==> config.mk <==
export PLATFORM = sky130hd
export DESIGN_NAME = iter_alu_flat
export DESIGN_NICKNAME = d
export VERILOG_FILES = /design/src/rtl/alu_pkg.sv /design/src/rtl/iter_alu_if.sv /design/src/rtl/alu_core.sv /design/src/rtl/iter_alu.sv /design/src/flat_wrapper.sv
export SDC_FILE = /design/constraint.sdc
export NUM_CORES = 1
export LEC_CHECK = 0
export BUFFER_PORTS_ARGS = -buffer_cell sky130_fd_sc_hd__buf_2
export CAP_MARGIN = 15
export CORE_UTILIZATION = 66
export CTS_BUF_LIST = sky130_fd_sc_hd__clkbuf_4 sky130_fd_sc_hd__clkbuf_8
export DETAILED_ROUTE_END_ITERATION = 10
export PLACE_DENSITY = 0.95
export SYNTH_ARGS = -nofsm -noshare
export SYNTH_HDL_FRONTEND = slang
export SYNTH_HIERARCHICAL = 1
export SYNTH_SLANG_ARGS = --single-unit
==> constraint.sdc <==
create_clock -name clk -period 7.7 [get_ports clk]
set_input_delay 0.385 -clock clk [delete_from_list [all_inputs] [get_ports clk]]
set_output_delay 0.385 -clock clk [all_outputs]
set_load 0.01 [all_outputs]
==> src/rtl/alu_pkg.sv <==
// rtl/alu_pkg.sv - opcode and state encodings shared by the iterative ALU
package alu_pkg;

    localparam logic [3:0] OP_AND = 4'b0000;
    localparam logic [3:0] OP_OR  = 4'b0001;
    localparam logic [3:0] OP_ADD = 4'b0010;
    localparam logic [3:0] OP_SUB = 4'b0110;
    localparam logic [3:0] OP_SLT = 4'b0111;
    localparam logic [3:0] OP_NOR = 4'b1100;
    localparam logic [3:0] OP_MUL = 4'b1000;

    typedef enum logic [1:0] {
        ST_IDLE = 2'd0,
        ST_BUSY = 2'd1,
        ST_DONE = 2'd2
    } state_t;

endpackage

==> src/rtl/iter_alu_if.sv <==
// rtl/iter_alu_if.sv - request/response handshake bundle of the iterative ALU
interface iter_alu_if #(
    parameter int WIDTH = 32
);
    logic             in_valid;
    logic             in_ready;
    logic [3:0]       op;
    logic [WIDTH-1:0] a;
    logic [WIDTH-1:0] b;
    logic             out_valid;
    logic             out_ready;
    logic [WIDTH-1:0] result;
    logic [WIDTH-1:0] result_hi;
    logic             zero;
    logic             overflow;
    logic             illegal;

    modport master (
        output in_valid, op, a, b, out_ready,
        input  in_ready, out_valid, result, result_hi, zero, overflow, illegal
    );

    modport slave (
        input  in_valid, op, a, b, out_ready,
        output in_ready, out_valid, result, result_hi, zero, overflow, illegal
    );
endinterface

==> src/rtl/alu_core.sv <==
// rtl/alu_core.sv - combinational AND/OR/ADD/SUB/SLT/NOR datapath with signed overflow
module alu_core
    import alu_pkg::*;
#(
    parameter int WIDTH = 32
) (
    input  logic [3:0]       op,
    input  logic [WIDTH-1:0] a,
    input  logic [WIDTH-1:0] b,
    output logic [WIDTH-1:0] result,
    output logic             overflow,
    output logic             legal
);
    logic             sub;
    logic [WIDTH-1:0] b_eff;
    logic [WIDTH-1:0] sum;
    logic             carry_out;
    logic             carry_msb;
    logic             ovf;

    // SLT shares the subtractor so its sign test can be corrected for overflow
    assign sub                = (op == OP_SUB) || (op == OP_SLT);
    assign b_eff              = sub ? ~b : b;
    assign {carry_out, sum}   = {1'b0, a} + {1'b0, b_eff} + {{WIDTH{1'b0}}, sub};
    assign carry_msb          = a[WIDTH-1] ^ b_eff[WIDTH-1] ^ sum[WIDTH-1];
    assign ovf                = carry_msb ^ carry_out;

    always_comb begin
        result   = '0;
        overflow = 1'b0;
        legal    = 1'b1;
        case (op)
            OP_AND: result = a & b;
            OP_OR:  result = a | b;
            OP_NOR: result = ~(a | b);
            OP_ADD, OP_SUB: begin
                result   = sum;
                overflow = ovf;
            end
            OP_SLT: result = {{(WIDTH-1){1'b0}}, sum[WIDTH-1] ^ ovf};
            default: legal = 1'b0;
        endcase
    end
endmodule

==> src/rtl/iter_alu.sv <==
// rtl/iter_alu.sv - handshaked ALU: single-cycle ops via alu_core plus iterative shift-add MUL
module iter_alu
    import alu_pkg::*;
#(
    parameter int WIDTH  = 32,
    parameter int MUL_EN = 1
) (
    input  logic         clk,
    input  logic         rst_n,
    iter_alu_if.slave    bus
);
    localparam int CW = $clog2(WIDTH + 1);

    state_t             state;
    logic [CW-1:0]      cnt;
    logic [2*WIDTH-1:0] acc;
    logic [WIDTH-1:0]   mplier;
    logic [WIDTH-1:0]   mcand;

    logic [WIDTH-1:0]   core_result;
    logic               core_ovf;
    logic               core_legal;
    logic               is_mul;
    logic               accept;
    logic [WIDTH:0]     partial;
    logic [2*WIDTH-1:0] acc_next;

    alu_core #(.WIDTH(WIDTH)) u_core (
        .op       (bus.op),
        .a        (bus.a),
        .b        (bus.b),
        .result   (core_result),
        .overflow (core_ovf),
        .legal    (core_legal)
    );

    assign is_mul       = (MUL_EN != 0) && (bus.op == OP_MUL);
    assign bus.in_ready = rst_n && ((state == ST_IDLE) || ((state == ST_DONE) && bus.out_ready));
    assign accept       = bus.in_valid && bus.in_ready;

    // Add the multiplier into the upper half, then shift the whole accumulator right
    assign partial  = {1'b0, acc[2*WIDTH-1:WIDTH]} + {1'b0, (mcand[0] ? mplier : {WIDTH{1'b0}})};
    assign acc_next = {partial, acc[WIDTH-1:1]};

    always_ff @(posedge clk or negedge rst_n) begin
        if (!rst_n) begin
            state         <= ST_IDLE;
            cnt           <= '0;
            acc           <= '0;
            mplier        <= '0;
            mcand         <= '0;
            bus.out_valid <= 1'b0;
            bus.result    <= '0;
            bus.result_hi <= '0;
            bus.zero      <= 1'b0;
            bus.overflow  <= 1'b0;
            bus.illegal   <= 1'b0;
        end else if (state == ST_BUSY) begin
            if (cnt == CW'(WIDTH)) begin
                state         <= ST_DONE;
                bus.out_valid <= 1'b1;
                bus.result    <= acc[WIDTH-1:0];
                bus.result_hi <= acc[2*WIDTH-1:WIDTH];
                bus.zero      <= (acc[WIDTH-1:0] == '0);
                bus.overflow  <= 1'b0;
                bus.illegal   <= 1'b0;
            end else begin
                acc   <= acc_next;
                mcand <= mcand >> 1;
                cnt   <= cnt + 1'b1;
            end
        end else if (accept) begin
            if (is_mul) begin
                state         <= ST_BUSY;
                cnt           <= '0;
                acc           <= '0;
                mplier        <= bus.b;
                mcand         <= bus.a;
                bus.out_valid <= 1'b0;
            end else begin
                state         <= ST_DONE;
                bus.out_valid <= 1'b1;
                bus.result    <= core_legal ? core_result : '0;
                bus.result_hi <= '0;
                bus.zero      <= !core_legal || (core_result == '0);
                bus.overflow  <= core_legal && core_ovf;
                bus.illegal   <= !core_legal;
            end
        end else if ((state == ST_DONE) && bus.out_ready) begin
            state         <= ST_IDLE;
            bus.out_valid <= 1'b0;
        end
    end
endmodule

==> src/flat_wrapper.sv <==
// flat-port wrapper written by rule: the top's interface ports become plain ports
module iter_alu_flat import alu_pkg::*;
#(
    parameter int WIDTH  = 32,
    parameter int MUL_EN = 1
)
  (clk, rst_n, bus_in_valid, bus_op, bus_a, bus_b, bus_out_ready, bus_in_ready, bus_out_valid, bus_result, bus_result_hi, bus_zero, bus_overflow, bus_illegal);
  iter_alu_if #(.WIDTH(WIDTH)) bus_i ();
  input  logic clk;
  input  logic rst_n;
  input wire logic [$bits(bus_i.in_valid)-1:0] bus_in_valid;
  input wire logic [$bits(bus_i.op)-1:0] bus_op;
  input wire logic [$bits(bus_i.a)-1:0] bus_a;
  input wire logic [$bits(bus_i.b)-1:0] bus_b;
  input wire logic [$bits(bus_i.out_ready)-1:0] bus_out_ready;
  output wire logic [$bits(bus_i.in_ready)-1:0] bus_in_ready;
  output wire logic [$bits(bus_i.out_valid)-1:0] bus_out_valid;
  output wire logic [$bits(bus_i.result)-1:0] bus_result;
  output wire logic [$bits(bus_i.result_hi)-1:0] bus_result_hi;
  output wire logic [$bits(bus_i.zero)-1:0] bus_zero;
  output wire logic [$bits(bus_i.overflow)-1:0] bus_overflow;
  output wire logic [$bits(bus_i.illegal)-1:0] bus_illegal;
  assign bus_i.in_valid = bus_in_valid;
  assign bus_i.op = bus_op;
  assign bus_i.a = bus_a;
  assign bus_i.b = bus_b;
  assign bus_i.out_ready = bus_out_ready;
  assign bus_in_ready = bus_i.in_ready;
  assign bus_out_valid = bus_i.out_valid;
  assign bus_result = bus_i.result;
  assign bus_result_hi = bus_i.result_hi;
  assign bus_zero = bus_i.zero;
  assign bus_overflow = bus_i.overflow;
  assign bus_illegal = bus_i.illegal;
  iter_alu #(.WIDTH(WIDTH), .MUL_EN(MUL_EN)) u_core (.clk(clk), .rst_n(rst_n), .bus(bus_i));
endmodule
* Word level (Yosys, flattened, before mapping) *
Cells that the tools add are included.

cells by class
  $add $sub $neg = 4
  equal/unequal tests = 12
  mux-type cells = 47
  bitwise gates (word level) = 9
  reductions and logical operators = 21

operator list
  cell                                                  number
  2-to-1 mux 32 bit                                     15
  2-to-1 mux 64 bit                                     4
  one-hot mux 32 bit (5 select lines)                   1
  adder 32 x 32 -> 33 bit                               2
  logical NOT 32 bit                                    2
  NOT 32 bit                                            2
  adder 33 x 1 -> 33 bit                                1
  bitwise AND 32 bit                                    1
  OR 32 bit                                             1
  2-to-1 mux 6 bit                                      4
  2-to-1 mux 1 bit                                      18
  2-to-1 mux 2 bit                                      5
  AND reduction 3 bit                                   3
  equality test 4 x 3 -> 1 bit (second input constant)  2
  equality test 4 bit (second input constant)           2
  adder 6 x 1 -> 6 bit (second input constant)          1
  equality test 6 bit (second input constant)           1
  inequality test 2 bit (second input constant)         3
  OR reduction 6 bit                                    1
  equality test 4 x 1 -> 1 bit (second input constant)  1
  equality test 4 x 2 -> 1 bit (second input constant)  1
  logical AND 1 bit                                     4
  logical NOT 4 bit                                     1
  nonzero test 2 bit                                    2
  10 further kinds                                      15

storage, ports and cells
  register bits = 204
  output and inout bits = 69
  logic and storage cells = 104

* Depth between registers and ports, before layout *
  depth after elaboration = 14
  gate-level depth with buffers = 19
  mapped depth without buffers = 17

* Hierarchy *
Netlist, hierarchy kept.

by module, submodules not included
  module    instances  cells each  area each (sq um)  sequential area each (sq um)
  iter_alu  1          1017        10279.9            5079.9
  alu_core  1          498         3424.5             0.0

* Least setup slack after synthesis *
OpenSTA, ideal clock, no wires.

  path type = input to register
  start = in bus_op[1]
  end = reg u_core.bus.zero
  library setup time = 0.076 ns
  arrival = 3.861 ns
  data required time = 7.624 ns
  path slack = 3.763 ns
  cell stages on the path = 17
  path buffers = 1
  path through = nor2b_1 > nand2_1 > buf_1 > xnor2_1 > ha_1 > and3_4 > and4_1 > a211o_2 > a22oi_2 > a2111oi_1 > or3_1 > a31o_1 > nor4_1 > nand4_1 > o21ai_0 > a21oi_1 > o21ai_1

RTL lines
  item                                   line                            source
  from (decl)                            flat_wrapper.sv:12              input wire logic [$bits(bus_i.op)-1:0] bus_op;
  equality test 4 x 3 -> 1 bit           alu_core.sv:22, alu_core.sv:32
  logical OR 1 bit                       alu_core.sv:22                  assign sub = (op == OP_SUB) || (op == OP_SLT);
  2-to-1 mux 32 bit                      alu_core.sv:23                  assign b_eff = sub ? ~b : b;
  adder 32 x 32 -> 33 bit                alu_core.sv:24                  assign {carry_out, sum} = {1'b0, a} + {1'b0, b_eff} + {{WIDTH{1'b0}}, sub};
  adder 33 x 1 -> 33 bit                 alu_core.sv:24
  one-hot mux 32 bit (5 select lines) *  alu_core.sv:32                  case (op)
  via u_core.core_result[29]             iter_alu.sv:20                  logic [WIDTH-1:0] core_result;
  logical NOT 32 bit *                   iter_alu.sv:85                  bus.zero <= !core_legal || (core_result == '0);
  logical OR 1 bit *                     iter_alu.sv:85
  2-to-1 mux 1 bit *                     iter_alu.sv:73                  if (is_mul) begin
  2-to-1 mux 1 bit *                     iter_alu.sv:72                  end else if (accept) begin
  2-to-1 mux 1 bit *                     iter_alu.sv:58                  end else if (state == ST_BUSY) begin
  to (signal assigned)                   iter_alu.sv:64                  bus.zero <= (acc[WIDTH-1:0] == '0);
  to (signal assigned)                   iter_alu.sv:85
  to (decl)                              iter_alu_if.sv:25               output in_ready, out_valid, result, result_hi, zero, overflow, illegal

The timed path passes the listed nets; every way through them passes the cells marked *. The select of a mux whose other input is x is not followed.
A chain may end at the register's enable or synchronous reset.

* Final worst setup path *
Same ends and word-level chain as after synthesis.

==> metrics.txt <==
status complete, no violations; crit path DAT 5280 ps; # DRC 0; register area share after synthesis 37.1%; die width 146 um; Setup CP Type in2reg; Peak VDD IR 0.152 mV; share of the synthesized area in the top cell type 37.1%; area leader, netlist dfrtp_1; dpl cells 1840; first-pass GRT wire length 64600 um; nets@finish 1749; fin cells 1901; worst slew pin tran 1050 ps; max-slew violations 0; hold_sp bus_b[16]; Max clock buf depth 3; PD cells 252 mW/mm^2; r2r setup slk 3720 ps; vias in the first global route 12300; crit-path max FO 32; Ports 141; Post-Syn Nets 1657; all-layer global routing usage 37.6%; most common cell in the synthesized netlist dfrtp_1; Clock Latency Late Sink 540 ps; initial core utilization 67.5%; Synth cell types 83; Fin Clk Skew 20.3 ps; Total Die Area 0.0213 mm^2; post-layout util 74.7%; gpl congestion 0.932; initial DRC count 1278; Sinks on Clock Net 203; Hold Crit Depth 2; share of cells above drive strength 1 16.9%; initial antenna violation count 0; core area 0.0203 mm^2; ys flop type dfrtp_1; wire length per cell 21.3 um; H-tree depth 2; max-cap violation count 0; HP Class in2reg; post-CTS setup buffer count 0; wirelength, routed 40600 um; Synth top cells by count dfrtp_1 (203), nand2_1 (154), o21ai_0 (127), a21oi_1 (109); largest net degree at the start of global routing 89; CP Capture Type flop; worst reg2reg path depth 7; Fillers 1448; Startpoint Class primary input; Hold Path End u_core/mplier[16]$_DFFE_PN0P_; post-synthesis area per instance 9.05 um^2; die height 146 um; Rows 52; Fin Setup TNS 0 ps; RSZ-0062 raised after global routing false; reg2reg start u_core/bus.out_valid$_DFFE_PN0P_; asr flop ratio synth 100%; CTS tree built; final period utilization 62.7%; worst relative slew slack 29.1%; mapped cell area 0.0137 mm^2; clk slew on worst S/H paths 60 ps; leak pwr 7.39 nW; crit path time final 4830 ps; DR pass1 iterations 6; top post-synthesis cells by area dfrtp_1 (37%), ha_1 (6.2%), o21ai_0 (4.6%); Routed Antenna Nets 0; clock root cell clkbuf_8; Yosys reg bits 203; synthesis-to-finish area growth 10.6%; total CTS buffers 34; Vias 12900; grt total ovfl 0; Final Hold Violating Endpoints 0; Yosys warnings 6; EDFF count, synth 0; vias per cell 6.77; I/O Buffers 140; placed wire-length estimate 28600 um; f_max 207 MHz; Syn Inst Count 1515; Setup Viol. Count Final 0; RR Endpoint u_core/bus.result[20]$_DFFE_PN0P_; Critical Path RT 8150 ps
==> placed cells by master (no fill, tap or decap), types with 17 or more instances in the layout <==
| cell | count |
|---|---|
| dfrtp_1 | 203 |
| nand2_1 | 152 |
| buf_2 | 139 |
| o21ai_0 | 126 |
| a21oi_1 | 109 |
| a22o_1 | 68 |
| ha_1 | 68 |
| nor2_1 | 50 |
| nor3_1 | 49 |
| xnor2_1 | 49 |
| a21o_1 | 46 |
| clkbuf_8 | 43 |
| and3_1 | 43 |
| mux2i_1 | 38 |
| and2_1 | 34 |
| mux2_2 | 32 |
| inv_1 | 28 |
| xor2_1 | 28 |
| a221oi_1 | 27 |
| nand4_1 | 25 |
| o21ai_1 | 25 |
| nand3_1 | 22 |
| nor4_1 | 18 |
| buf_4 | 17 |
==> worst max-delay path by stage <==
stage / start / endpoint / slack, ps / cells past startpoint
final: bus_op[1] / u_core/bus.zero$_DFFE_PN0P_ / 2870 / 16
after global routing: bus_op[1] / u_core/bus.zero$_DFFE_PN0P_ / 2540 / 18
after CTS: bus_op[1] / u_core/bus.zero$_DFFE_PN0P_ / 3040 / 18
after detailed placement: bus_op[1] / u_core/bus.zero$_DFFE_PN0P_ / 2540 / 18
after global placement: bus_op[1] / u_core/bus.zero$_DFFE_PN0P_ / 2640 / 17
after floorplan: bus_op[1] / u_core/bus.zero$_DFFE_PN0P_ / 3760 / 17
==> registers in the layout, summed over array words and instances (netlist names), 6 cells and up <==
register / flops
u_core/acc: 64
u_core/bus.result: 32
u_core/bus.result_hi: 32
u_core/cnt: 6
u_core/mcand: 32
u_core/mplier: 32
==> per-stage QoR <==
stage	power [mW]	cell area, um^2	hold slack, ps	setup slack, ps
finish	3.82	15200	166	2870
global route	4.02	15200	166	2540
CTS	3.79	15200	153	3040
detailed placement	2.81	14500	465	2540
global placement	2.74	14500	457	2640
floorplan	2.40	13700	89.4	3760
==> repair_timing <==
item / in CTS / in global routing
endpoints found under the hold margin: 84 / 0
gates resized for setup: 0 / 0
hold buffers: 1 / 0
==> per-layer routing <==
layer | up-vias | global-route usage [%] | routed length, um
met1 | 6155 | 53.1 | 17000
met5 | - | 0 | 0
met3 | 141 | 5.19 | 3560
met4 | 0 | 13.9 | 1520
met2 | 758 | 59.3 | 18500
li1 | 5821 | - | -
==> cells by family after synthesis <==
| kind of cell | synth area share, % |
|---|---|
| multiplexers | 5.40 |
| flip-flops | 37.1 |
| XOR/XNOR | 4.92 |
| AO/OA/AOI/OAI | 25.6 |
| adder cells (fa/ha/maj) | 6.50 |
| buffers and inverters | 4.14 |
| AND/OR/NAND/NOR | 16.4 |
==> final cells by class <==
type	count	area, um^2	share of cell area (%)
clock buffer	47	616	4.06
inverter	28	105	0.693
multi-input combinational	1182	8110	53.5
tap	270	338	2.23
clock inverter	11	63.8	0.421
timing repair buffer	158	847	5.59
antenna	2	5.00	0.0330
sequential	203	5080	33.5
==> where the power goes <==
group	total, mW	leakage, nW	internal (mW)	switching [mW]
Sequential	1.51	2.59	1.30	0.209
Combinational	1.34	4.44	0.490	0.853
Clock	0.966	0.361	0.520	0.447
Total	3.82	7.39	2.31	1.51
==> worst max-delay path, stage by stage <==
cell	delay, ps
buf_2	170
nor2b_1	350
nand2_2	660
xnor2_1	470
ha_1	330
a21oi_1	330
o211ai_1	180
a21boi_0	550
a2111oi_1	200
or3_1	330
a31o_1	250
nor4_1	320
nand4_1	210
o21ai_0	240
a21oi_1	90
o21ai_1	150
Power figures use the tool's default switching activity.
